## config.mk

```make
export PLATFORM = sky130hd
export DESIGN_NAME = tank_direction_issuer
export DESIGN_NICKNAME = d
export VERILOG_FILES = /design/src/rtl/tank_pkg.sv /design/src/rtl/btn_debouncer.sv /design/src/rtl/tank_direction_issuer.sv
export SDC_FILE = /design/constraint.sdc
export NUM_CORES = 1
export LEC_CHECK = 0
export BUFFER_PORTS_ARGS = -buffer_cell sky130_fd_sc_hd__buf_2
export CORE_MARGIN = 3
export CORE_UTILIZATION = 45
export CTS_CLUSTER_SIZE = 10
export DETAILED_ROUTE_END_ITERATION = 12
export MAX_ROUTING_LAYER = met4
export PLACE_DENSITY_LB_ADDON = 0.05
export SYNTH_ARGS = -nofsm -noshare
export SYNTH_HDL_FRONTEND = slang
export SYNTH_SLANG_ARGS = --single-unit
```

## constraint.sdc

```tcl
create_clock -name clk -period 2.45 [get_ports clk]
set_clock_uncertainty 0.2 [all_clocks]
set_input_delay 0.245 -clock clk [delete_from_list [all_inputs] [get_ports clk]]
set_output_delay 0.245 -clock clk [all_outputs]
set_load 0.02 [all_outputs]
```

## src/rtl/tank_pkg.sv

```systemverilog
// Purpose : shared direction codes and button-level bundle used by tank, Game and the issuer.
// Latency : n/a (types and constants only).
// Backpressure: n/a.
package tank_pkg;

    // Direction code carried on direction_in / direction_out.
    typedef logic [2:0] direction_t;

    localparam direction_t DIR_UP    = 3'd0;
    localparam direction_t DIR_DOWN  = 3'd1;
    localparam direction_t DIR_LEFT  = 3'd2;
    localparam direction_t DIR_RIGHT = 3'd3;
    localparam direction_t DIR_STAND = 3'd4;

    // Debounced button levels, one bit per button, active-high.
    typedef struct packed {
        logic up;
        logic down;
        logic left;
        logic right;
    } btn_levels_t;

endpackage

```

## src/rtl/btn_debouncer.sv

```systemverilog
// Purpose : 2-flop synchroniser plus stable-run debouncer for one raw push-button.
// Latency : a held level change appears on level_out 2+DEBOUNCE_CYCLES cycles after the raw edge.
// Backpressure: none; free-running every cycle.
//
// Ports:
//   clk       system clock
//   rst_n     asynchronous active-high reset (clears sync flops, level and counter)
//   raw_in    raw asynchronous button input
//   level_out debounced, synchronised level
module btn_debouncer #(
    parameter int DEBOUNCE_CYCLES = 16
) (
    input  logic clk,
    input  logic rst_n,
    input  logic raw_in,
    output logic level_out
);

    localparam int CW = (DEBOUNCE_CYCLES > 2) ? $clog2(DEBOUNCE_CYCLES) : 1;
    localparam logic [CW-1:0] CNT_LAST = CW'(DEBOUNCE_CYCLES - 1);

    logic          sync_meta;
    logic          sync_q;
    logic          level_q;
    logic [CW-1:0] stable_cnt;

    // Two-stage synchroniser; sync_meta may go metastable and is never used elsewhere.
    always_ff @(posedge clk or posedge rst_n) begin
        if (rst_n) begin
            sync_meta <= 1'b0;
            sync_q    <= 1'b0;
        end else begin
            sync_meta <= raw_in;
            sync_q    <= sync_meta;
        end
    end

    // The counter measures how long the synchronised input has disagreed with the
    // accepted level. Any agreeing cycle restarts the measurement, so a glitch
    // shorter than DEBOUNCE_CYCLES never reaches the toggle point.
    always_ff @(posedge clk or posedge rst_n) begin
        if (rst_n) begin
            level_q    <= 1'b0;
            stable_cnt <= '0;
        end else if (sync_q == level_q) begin
            stable_cnt <= '0;
        end else if (stable_cnt == CNT_LAST) begin
            level_q    <= ~level_q;
            stable_cnt <= '0;
        end else begin
            stable_cnt <= stable_cnt + CW'(1);
        end
    end

    assign level_out = level_q;

endmodule

```

## src/rtl/tank_direction_issuer.sv

```systemverilog
// Purpose : turns four raw player buttons into one encoded direction sample per frame tick.
// Latency : strobe every TICK_CYCLES enabled cycles; sample reflects levels one cycle before the strobe.
// Backpressure: none; the consumer must take every strobe (it counts identical samples).
//
// Ports:
//   clk                  system clock
//   rst_n                asynchronous active-high reset
//   enable               game running; low holds the frame counter at 0 and suppresses strobes
//   btn_up/down/left/right raw asynchronous active-high buttons
//   direction_out        encoded direction (0 UP, 1 DOWN, 2 LEFT, 3 RIGHT, 4 STAND),
//                        changes only alongside a strobe or on reset
//   valid_take_direction one-cycle strobe qualifying direction_out
module tank_direction_issuer
    import tank_pkg::*;
#(
    parameter int DEBOUNCE_CYCLES = 16,
    parameter int TICK_CYCLES     = 833333
) (
    input  logic       clk,
    input  logic       rst_n,
    input  logic       enable,
    input  logic       btn_up,
    input  logic       btn_down,
    input  logic       btn_left,
    input  logic       btn_right,
    output logic [2:0] direction_out,
    output logic       valid_take_direction
);

    localparam int TW = (TICK_CYCLES > 2) ? $clog2(TICK_CYCLES) : 1;
    localparam logic [TW-1:0] TICK_LAST = TW'(TICK_CYCLES - 1);

    logic        lvl_up;
    logic        lvl_down;
    logic        lvl_left;
    logic        lvl_right;
    btn_levels_t levels;
    direction_t  enc_dir;

    logic [TW-1:0] tick_cnt;
    direction_t    dir_q;
    logic          vld_q;

    // ------------------------------------------------------------------
    // Per-button synchronise + debounce
    // ------------------------------------------------------------------
    btn_debouncer #(.DEBOUNCE_CYCLES(DEBOUNCE_CYCLES)) u_deb_up (
        .clk       (clk),
        .rst_n     (rst_n),
        .raw_in    (btn_up),
        .level_out (lvl_up)
    );

    btn_debouncer #(.DEBOUNCE_CYCLES(DEBOUNCE_CYCLES)) u_deb_down (
        .clk       (clk),
        .rst_n     (rst_n),
        .raw_in    (btn_down),
        .level_out (lvl_down)
    );

    btn_debouncer #(.DEBOUNCE_CYCLES(DEBOUNCE_CYCLES)) u_deb_left (
        .clk       (clk),
        .rst_n     (rst_n),
        .raw_in    (btn_left),
        .level_out (lvl_left)
    );

    btn_debouncer #(.DEBOUNCE_CYCLES(DEBOUNCE_CYCLES)) u_deb_right (
        .clk       (clk),
        .rst_n     (rst_n),
        .raw_in    (btn_right),
        .level_out (lvl_right)
    );

    assign levels = '{up: lvl_up, down: lvl_down, left: lvl_left, right: lvl_right};

    // ------------------------------------------------------------------
    // Direction encoder: an opposing pair cancels to STAND before the
    // fixed priority UP > DOWN > LEFT > RIGHT is applied.
    // ------------------------------------------------------------------
    always_comb begin
        enc_dir = DIR_STAND;
        if ((levels.up && levels.down) || (levels.left && levels.right)) begin
            enc_dir = DIR_STAND;
        end else if (levels.up) begin
            enc_dir = DIR_UP;
        end else if (levels.down) begin
            enc_dir = DIR_DOWN;
        end else if (levels.left) begin
            enc_dir = DIR_LEFT;
        end else if (levels.right) begin
            enc_dir = DIR_RIGHT;
        end
    end

    // ------------------------------------------------------------------
    // Frame tick and sample register. enable low wins over a wrap on the
    // same edge, so dropping enable never lets a final strobe through.
    // ------------------------------------------------------------------
    always_ff @(posedge clk or posedge rst_n) begin
        if (rst_n) begin
            tick_cnt <= '0;
            vld_q    <= 1'b0;
            dir_q    <= DIR_STAND;
        end else begin
            vld_q <= 1'b0;
            if (!enable) begin
                tick_cnt <= '0;
            end else if (tick_cnt == TICK_LAST) begin
                tick_cnt <= '0;
                vld_q    <= 1'b1;
                dir_q    <= enc_dir;
            end else begin
                tick_cnt <= tick_cnt + TW'(1);
            end
        end
    end

    assign direction_out        = dir_q;
    assign valid_take_direction = vld_q;

endmodule
```

==> results of run 1 <==
## what timing repair did
action / CTS / global route
hold buffers: 5 / 0
hold endpoints to repair: 22 / 0
gates resized for setup: 0 / 0
## worst max-delay path: cells and delay by family, from the launching register on
kind,cells,cell delay [ns]
flops,1,0.43
mux,1,0.36
simple gates,3,1.20
## per-layer routing
metal / vias up / track usage / part of all wire
met1: 769 / 0.188 / 0.45
met3: 8 / 0.0487 / 0.041
li1: 761 / - / -
met5: - / - / 0
met2: 29 / 0.244 / 0.50
met4: 0 / 0.0498 / 0.016
## flip-flops by register name, indices dropped and copies added (netlist names), 3 cells and up
name / flops
tick_cnt: 20
u_deb_down.stable_cnt: 4
u_deb_left.stable_cnt: 4
u_deb_right.stable_cnt: 4
u_deb_up.stable_cnt: 4
direction_out: 3
## power by group
group / internal, W / switching (W)
clock network: 0.000360 / 0.000270
registers: 0.000884 / 0.0000254
logic: 0.0000392 / 0.0000471
## cell usage after synthesis (4+ instances only)
master | n | area share
a21oi_1 | 15 | 0.033
dfrtp_1 | 51 | 0.56
ha_1 | 6 | 0.033
inv_1 | 12 | 0.020
mux2_2 | 7 | 0.034
nand2_1 | 7 | 0.011
nand3_1 | 9 | 0.020
nand4_1 | 6 | 0.016
nand4b_1 | 4 | 0.015
nor2_1 | 21 | 0.034
nor2b_1 | 4 | 0.011
nor3_1 | 5 | 0.011
nor3b_1 | 4 | 0.013
nor4_1 | 4 | 0.011
o21ai_0 | 7 | 0.015
or4_1 | 5 | 0.016
xnor2_1 | 19 | 0.072
## kinds of logic after synthesis
kind of cell / count (synthesis) / share of synthesized area
adder cells (fa/ha/maj): 6 / 0.0327
buffers and inverters: 17 / 0.0310
flip-flops: 52 / 0.567
XOR/XNOR: 21 / 0.0801
AND/OR/NAND/NOR: 77 / 0.191
multiplexers: 8 / 0.0387
AO/OA/AOI/OAI: 26 / 0.0599
## final cells by class
type                       count  area [µm²]  area share
timing repair buffer          19         143      0.0544
clock buffer                   7        96.3      0.0367
tap                           67        83.8      0.0320
clock inverter                 1        30.0      0.0114
inverter                      12        45.0      0.0172
sequential                    52        1300       0.496
multi-input combinational    138         923       0.352
## worst max path at each step
stage | to | slack (ns) | depth (start not counted)
2_1_floorplan | direction_out[0] | 0.28 | 4
3_3_place_gp | direction_out[0] | 0.24 | 4
3_5_place_dp | direction_out[0] | 0.18 | 4
4_1_cts | direction_out[1] | 0.16 | 4
5_1_grt | tick_cnt[18] | 0.06 | 5
6_report | direction_out[1] | 0.16 | 4
## per-stage QoR
stage / hold slack [ns] / instances / setup WS [ns]
after global routing: 0.0242 / 296 / 0.0620
after floorplan: 0.0764 / 207 / 0.283
final: 0.0305 / 296 / 0.157
after detailed placement: 0.0643 / 283 / 0.180
after CTS: 0.0174 / 296 / 0.156
after global placement: 0.0528 / 283 / 0.244
==> metrics.yaml, run 1 <==
outcome:
  status: "complete, no violations"
pwr:
  power_w: 0.00163
  p_leak_nw: 1.10
  power.density_mw_per_mm2: 620
  vdd_drop_max_mv: 0.364
floorplanning:
  rows: 25
  die_x_um: 77.5
  fp.coreArea_mm2: 0.00482
  dieArea_mm2: 0.00600
  io-pin-count: 11
  start_util: 0.477
  dieHeight_um: 77.5
global_route:
  antenna_found_initial: 0
  grt_overflow: 0
  grt_max_degree: 34
  grt_pass1_wl_um: 7140
  grt_pass1_vias: 1554
  grtUsageTotal: 0.154
placed_design:
  dpl_cell_area_mm2: 0.00245
  portBuffers: 10
  hpwl_um: 2950
  place_congestion: 0.864
yosys:
  yosys_warnings: 0
  synth_cell_types: 32
  ys_seq_area_frac: 0.567
  synth_ff_type: "dfrtp_1"
  postSynth.asyncResetShare: 1.00
  synth_edf_count: 0
  synthCells: 207
  ys_ff_latch: 52
  netlist_area_mm2: 0.00230
  synth_area_per_cell_um2: 11.1
  synth_fp_nets: 220
timing:
  final-setup-viol-count: 0
  relSlewSlack: 0.720
  worstMarginPinSlew_ns: 0.419
  fin_crit_ns: 2.29
  slew_violations: 0
  grt_setup_unrepaired: "no"
  max_freq_mhz: 436
  hold_violations: 0
  fin_crit_sh: 0.936
  setup-tns-final_ns: 0
final_layout:
  utilization: 0.545
  final_common_cell: "dfrtp_1"
  nets: 241
  drive_gt1_frac: 0.148
  final_cell_area_mm2: 0.00262
  diodes: 0
  mostFrequentLayoutCells: "dfrtp_1 (51), nor2_1 (21), xnor2_1 (19)"
  fill_cells: 440
  synthToLayoutAreaGrowth_pct: 14.2
hold_path:
  holdPathStages: 3
  hold_class: "primary input to register"
  holdCritStartpoint: "enable"
  min_to: "valid_take_direction"
clocking:
  clk_pin_slew_ns: 0.09
  clk_latency_ns: 0.31
  clockBufferDepth: 2
  post_cts_buffers: 0
  cts_root_buf: "clkbuf_8"
  cts_sinks: 52
  cts_buffers: 5
  cts_htree_levels: 2
  cts_tree: "yes"
setup_path:
  cp_max_fo: 5
  startpoint: "tick_cnt[16]"
  crit_arrival_ns: 2.29
  worstRegToRegCells: 4
  crit_slowest_cell: "or4b_1"
  cp.required_ns: 2.44
  r2r_start: "tick_cnt[16]"
  max_stage_delay_ns: 0.54
  crit_chain: "or4b_1 -> or4_4 -> nor3_4 -> mux2_2"
  critPathCaptureType: "register"
  r2r_end: "direction_out[1]"
  worstSetupStartpointType: "register"
  r2r_slack_ns: 0.16
  crit_type: "register to register"
drt:
  first_pass_iters: 6
  via_count: 1567
  post_drt_via_cell_ratio: 5.29
  routedWlPerCell_um: 13.7
  routed_wl_um: 4040
  drtIter0Drc: 65
  post-route-drc-count: 0
  ant_nets: 0
job:
  cap_violations: 0
Power figures use the tool's default switching activity.
==> run 2: changes to the inputs <==
--- a/config.mk
+++ b/config.mk
@@ -7,7 +7,7 @@
 export LEC_CHECK = 0
 export BUFFER_PORTS_ARGS = -buffer_cell sky130_fd_sc_hd__buf_2
 export CORE_MARGIN = 3
-export CORE_UTILIZATION = 45
+export CORE_UTILIZATION = 60
 export CTS_CLUSTER_SIZE = 10
 export DETAILED_ROUTE_END_ITERATION = 12
 export MAX_ROUTING_LAYER = met4
==> constraint.sdc (replaced) <==
create_clock -name clk -period 2.45 [get_ports clk]
set_clock_uncertainty 0.2 [all_clocks]
set_input_delay 0.245 -clock clk [delete_from_list [all_inputs] [get_ports clk]]
set_output_delay 0.245 -clock clk [all_outputs]
set_load 0.1 [all_outputs]
==> run 2 against run 1 <==
Die area shrank 23%; maximum frequency is essentially flat; largest cell class unchanged; largest power group unchanged; first-iteration DRC count grew 22%; non-clock buffer count shrank 1; count of clock-buffer cells in the layout is the same; combinational power shrank 3.0%.
==> metrics.yaml, run 2 (synthesis results as in run 1) <==
setup_path:
  r2r_start: "tick_cnt[0]"
  worstSetupStartpointType: "register"
  crit_arrival_ns: 2.33
  startpoint: "tick_cnt[0]"
  worstRegToRegCells: 5
  r2r_end: "tick_cnt[18]"
  endpoint: "tick_cnt[18]"
  r2r_slack_ns: 0.16
  crit_type: "register to register"
  cp_max_fo: 7
  cp.required_ns: 2.49
  critPathCaptureType: "register"
timing:
  grt_setup_unrepaired: "no"
  fin_crit_sh: 0.935
  final-setup-viol-count: 0
  fin_crit_ns: 2.29
  hold_violations: 0
  max_freq_mhz: 437
  worstMarginPinSlew_ns: 0.615
  slew_violations: 0
  setup-tns-final_ns: 0
  relSlewSlack: 0.590
final_layout:
  drive_gt1_frac: 0.140
  utilization: 0.723
  mostFrequentLayoutCells: "dfrtp_1 (51), nor2_1 (21), xnor2_1 (19)"
  largest_reg_flops: 20
  nets: 240
  synthToLayoutAreaGrowth_pct: 10.8
  final_common_cell: "dfrtp_1"
  largest-register: "tick_cnt"
  diodes: 0
floorplanning:
  io-pin-count: 11
  rows: 21
  start_util: 0.652
  dieArea_mm2: 0.00461
  fp.coreArea_mm2: 0.00352
  die_x_um: 67.9
  dieHeight_um: 67.9
global_route:
  grtUsageTotal: 0.211
  antenna_found_initial: 0
  grt_max_degree: 53
  grt_pass1_wl_um: 6840
  grt_pass1_vias: 1586
  grt_overflow: 0
clocking:
  cts_buffers: 5
  clockBufferDepth: 2
  clk_pin_slew_ns: 0.08
  cts_root_buf: "clkbuf_8"
  cts_htree_levels: 2
  cts_sinks: 52
  clk_latency_ns: 0.31
  cts_tree: "yes"
  post_cts_buffers: 0
hold_path:
  hold_class: "primary input to register"
drt:
  ant_nets: 0
  first_pass_iters: 4
  drtIter0Drc: 79
  routed_wl_um: 3810
  post-route-drc-count: 0
  via_count: 1552
  routedWlPerCell_um: 13.9
  post_drt_via_cell_ratio: 5.66
pwr:
  vdd_drop_max_mv: 0.398
  power.density_mw_per_mm2: 585
  p_leak_nw: 1.07
placed_design:
  portBuffers: 10
  place_congestion: 0.810
  hpwl_um: 2750
job:
  cap_violations: 0
outcome:
  status: "complete, no violations"
## run 2: changes by cell type in the layout (fill, tap and decap cells not counted), sizes merged
cell      delta
buf          -1
bufinv       -1
clkinvlp     +1
## run 2: through the flow
step / instances / area [µm²] / hold slack (ns) / total power [W] / worst slack, ns
after floorplan: 207 / 2300 / 0.0764 / 0.000979 / 0.282
final: 274 / 2540 / 0.0288 / 0.00149 / 0.159
after global placement: 261 / 2400 / 0.133 / 0.000996 / 0.233
after detailed placement: 261 / 2400 / 0.140 / 0.00100 / 0.183
after global routing: 274 / 2540 / 0.0211 / 0.00156 / 0.0461
after CTS: 274 / 2540 / 0.0227 / 0.00150 / 0.159
## run 2: area by class of cell
type                       instances  area, µm²
clock buffer                       7       86.3
clock inverter                     1       7.51
fill                             247        976
inverter                          12       45.0
multi-input combinational        138        923
sequential                        52       1300
tap                               46       57.6
timing repair buffer              18        123
## run 2: worst min path at each step
stage / from / to / slack [ns] / depth (start not counted)
final: enable / valid_take_direction / 0.03 / 3
after global routing: enable / valid_take_direction / 0.02 / 3
after CTS: enable / valid_take_direction / 0.02 / 3
after detailed placement: u_deb_up.sync_meta / u_deb_up.sync_q / 0.14 / 0
after global placement: u_deb_down.sync_meta / u_deb_down.sync_q / 0.13 / 0
after floorplan: btn_down / u_deb_down.sync_meta / 0.08 / 0
## run 2: repair_timing
item,4_1_cts,5_1_grt
resized for setup,0,0
hold buffers,5,0
setup endpoints to repair,0,0
endpoints found under the hold margin,55,0
## run 2: routing by layer
layer,track usage,part of all wire
met1,0.254,0.44
met2,0.338,0.50
met3,0.0411,0.034
met4,0.109,0.029
met5,-,0
## run 2: worst max-delay path: stages (launching register included)
cell and delay, ns:
dfrtp_1 0.42, ha_1 0.23, nand3_2 0.14, or4_1 0.65
or4_1 0.44, a21oi_1 0.15
## run 2: where the power goes
part           leakage (nW)  switching (W)  internal (W)
Sequential            0.692      0.0000240      0.000884
Clock                0.0445       0.000266      0.000230
Combinational         0.333      0.0000467     0.0000370
==> run 3: changes to the inputs <==
--- a/config.mk
+++ b/config.mk
@@ -12,6 +12,8 @@
 export DETAILED_ROUTE_END_ITERATION = 12
 export MAX_ROUTING_LAYER = met4
 export PLACE_DENSITY_LB_ADDON = 0.05
+export RECOVER_POWER = 100
 export SYNTH_ARGS = -nofsm -noshare
 export SYNTH_HDL_FRONTEND = slang
+export SYNTH_HIERARCHICAL = 1
 export SYNTH_SLANG_ARGS = --single-unit
==> run 3 against run 2 <==
Sequential share of layout area shrank 0.075 points; via count increased by 0.64%; final area is 0.15% higher; global-route usage shrank 0.61 points; largest power group unchanged; synthesized cell count is 2.4% lower; wire length grew 5.4%; synthesized area up 1.6%; first-iteration DRC count is 15% higher; critical path type is now register to output pin.
==> metrics.yaml, run 3 <==
final_layout:
  diodes: 0
  final_cell_area_mm2: 0.00255
  largest_reg_flops: 20
  largest-register: "tick_cnt"
  drive_gt1_frac: 0.0938
  final_cells: 272
  mostFrequentLayoutCells: "dfrtp_1 (51), nor2_1 (21), xnor2_1 (16)"
  synthToLayoutAreaGrowth_pct: 9.16
  final_common_cell: "dfrtp_1"
  nets: 236
clocking:
  cts_resized: 0
  cts_buffers: 5
  clockBufferDepth: 2
  cts_tree: "yes"
  cts_sinks: 52
  clk_pin_slew_ns: 0.08
  cts_htree_levels: 2
  clk_latency_ns: 0.31
  cts_root_buf: "clkbuf_8"
pwr:
  power.density_mw_per_mm2: 585
  power.internal_w: 0.00115
  vdd_drop_max_mv: 0.393
  p_switching_w: 0.000339
  sw_frac_of_total: 0.228
  sequentialPowerShare: 0.611
  power_frac_clock: 0.333
  p_leak_nw: 1.13
  p_comb_frac: 0.057
global_route:
  grt_max_degree: 25
  grt_pass1_vias: 1523
  grt_overflow: 0
  grtUsageTotal: 0.204
  antenna_found_initial: 0
  grt_pass1_wl_um: 6730
yosys:
  yosys_warnings: 6
  synth_ff_type: "dfrtp_1"
  synth_edf_count: 0
  synth_cell_types: 35
  synth_mux_area_frac: 0.0445
  netlist_area_mm2: 0.00233
  synth_area_per_cell_um2: 11.6
  synth_xor_area_frac: 0.0825
  synth_simple_gate_area_frac: 0.187
  synthTopCellsByArea: "dfrtp_1 (55%), xnor2_1 (6.0%), nor2_1 (3.4%), ha_1 (3.2%), mux2_4 (2.6%)"
  synthTopCellsByCount: "dfrtp_1 (51), nor2_1 (21), xnor2_1 (16)"
  synthAdderAreaFrac: 0.0322
  synth_fp_nets: 215
  yosys.cell_count.top_type: "dfrtp_1"
  synth_compound_area_frac: 0.0707
  synthCells: 202
  synth_top_cell_area_share: 0.547
  postSynth.asyncResetShare: 1.00
  synth_top_family_by_area: "simple AND/OR/NAND/NOR gates"
  yosys.area.top_type: "dfrtp_1"
  ys_ff_latch: 52
  ys_seq_area_frac: 0.558
timing:
  final-setup-viol-count: 0
  relSlewSlack: 0.226
  hold_violations: 0
  fin_ws_ns: 0.301
  fin_crit_sh: 0.877
  max_freq_mhz: 465
  slew_violations: 0
  fin_crit_ns: 2.15
  setup-tns-final_ns: 0
  grt_setup_unrepaired: "no"
  worstMarginPinSlew_ns: 1.17
setup_path:
  critPathCaptureType: "output pin"
  crit_arrival_ns: 1.70
  max_stage_delay_ns: 0.86
  crit_type: "register to output pin"
  crit_chain: "clkbuf_1"
  worstSetupStartpointType: "register"
  critPathTopFamily: "buffers and inverters"
  critPathBufInv: 1
  cp.required_ns: 2.01
  cp_max_fo: 2
  crit_slowest_cell: "clkbuf_1"
drt:
  post-route-drc-count: 0
  ant_nets: 0
  routedWlPerCell_um: 14.8
  via_count: 1562
  first_pass_iters: 4
  post_drt_via_cell_ratio: 5.74
  routed_wl_um: 4020
  drtIter0Drc: 91
floorplanning:
  die_x_um: 68.4
  rows: 22
  start_util: 0.628
  dieHeight_um: 68.4
  fp.coreArea_mm2: 0.00372
  dieArea_mm2: 0.00468
  io-pin-count: 11
placed_design:
  dpl.cell_count: 259
  hpwl_um: 2900
  place_congestion: 0.818
  dpl_cell_area_mm2: 0.00244
  place_ws_ns: 0.336
  portBuffers: 10
outcome:
  status: "complete, no violations"
job:
  cap_violations: 0
hold_path:
  hold_class: "primary input to register"
-- run 3: cell types whose count changed in the layout (fill, tap and decap cells not counted), sizes merged, moves of 4 or more --
| cell | previous run | this run |
|---|---|---|
| a21o | 0 | 4 |
| a21oi | 15 | 6 |
| a311oi | 0 | 4 |
| a31oi | 0 | 4 |
| buf | 13 | 6 |
| clkbuf | 7 | 12 |
| o21ai | 8 | 1 |
| xor2 | 2 | 6 |
-- run 3: through the flow --
stage,power [W],hold slack [ns],util
2_1_floorplan,0.000982,-0.152,-
3_3_place_gp,0.000999,0.0230,0.657
3_5_place_dp,0.00101,0.0339,0.657
4_1_cts,0.00151,0.0297,0.696
5_1_grt,0.00156,0.0278,0.686
6_report,0.00149,0.0422,0.686
-- run 3: kinds of logic (layout without fill, tap and decap cells) --
kind of cell / count (synthesis) / count (layout)
xor gates and xnor gates: 22 / 22
buffers and inverters: 15 / 37
and+or+nand+nor: 75 / 75
adders and majority gates: 6 / 6
AOI/OAI and AO/OA: 24 / 24
DFF: 52 / 52
muxes: 8 / 8
-- run 3: final timing paths --
path / startpoint / to / slack, ns / depth (start not counted)
min: enable / valid_take_direction / 0.04 / 2
max: direction_out[2] / direction_out[2] / 0.30 / 1
max in group asynchronous: rst_n / tick_cnt[18] / 0.92 / 3
min in group asynchronous: rst_n / u_deb_down/sync_q / 0.29 / 3
min reg2reg: u_deb_up/sync_meta / u_deb_up/sync_q / 0.16 / 0
max reg2reg: tick_cnt[16] / tick_cnt[10] / 0.33 / 4
-- run 3: what timing repair did --
action	CTS	global route
hold buffers	5	0
buffers inserted	0	0
endpoints found under the hold margin	32	0
-- run 3: layout make-up --
| cell class | instances | area [µm²] |
|---|---|---|
| clock buffers | 7 | 86.3 |
| clock inverters | 1 | 7.51 |
| fillers | 290 | 1170 |
| inverters | 13 | 48.8 |
| multi-input cells | 135 | 942 |
| flip-flops and latches | 52 | 1300 |
| well taps | 48 | 60.1 |
| repair buffers | 16 | 101 |
-- run 3: power groups by stage --
stage	Combinational, W	Clock (W)	Sequential, W
finish	0.0000844	0.000496	0.000910
global route	0.0000970	0.000554	0.000914
CTS	0.0000874	0.000514	0.000910
detailed placement	0.0000802	0	0.000927
global placement	0.0000749	0	0.000925
floorplan	0.0000612	0	0.000921
-- run 3: metal layers --
metal | track usage | vias to the layer above | part of all wire
li1 | - | 750 | -
met1 | 0.257 | 773 | 0.45
met2 | 0.309 | 33 | 0.48
met3 | 0.0657 | 6 | 0.051
met4 | 0.0744 | 0 | 0.015
met5 | - | - | 0
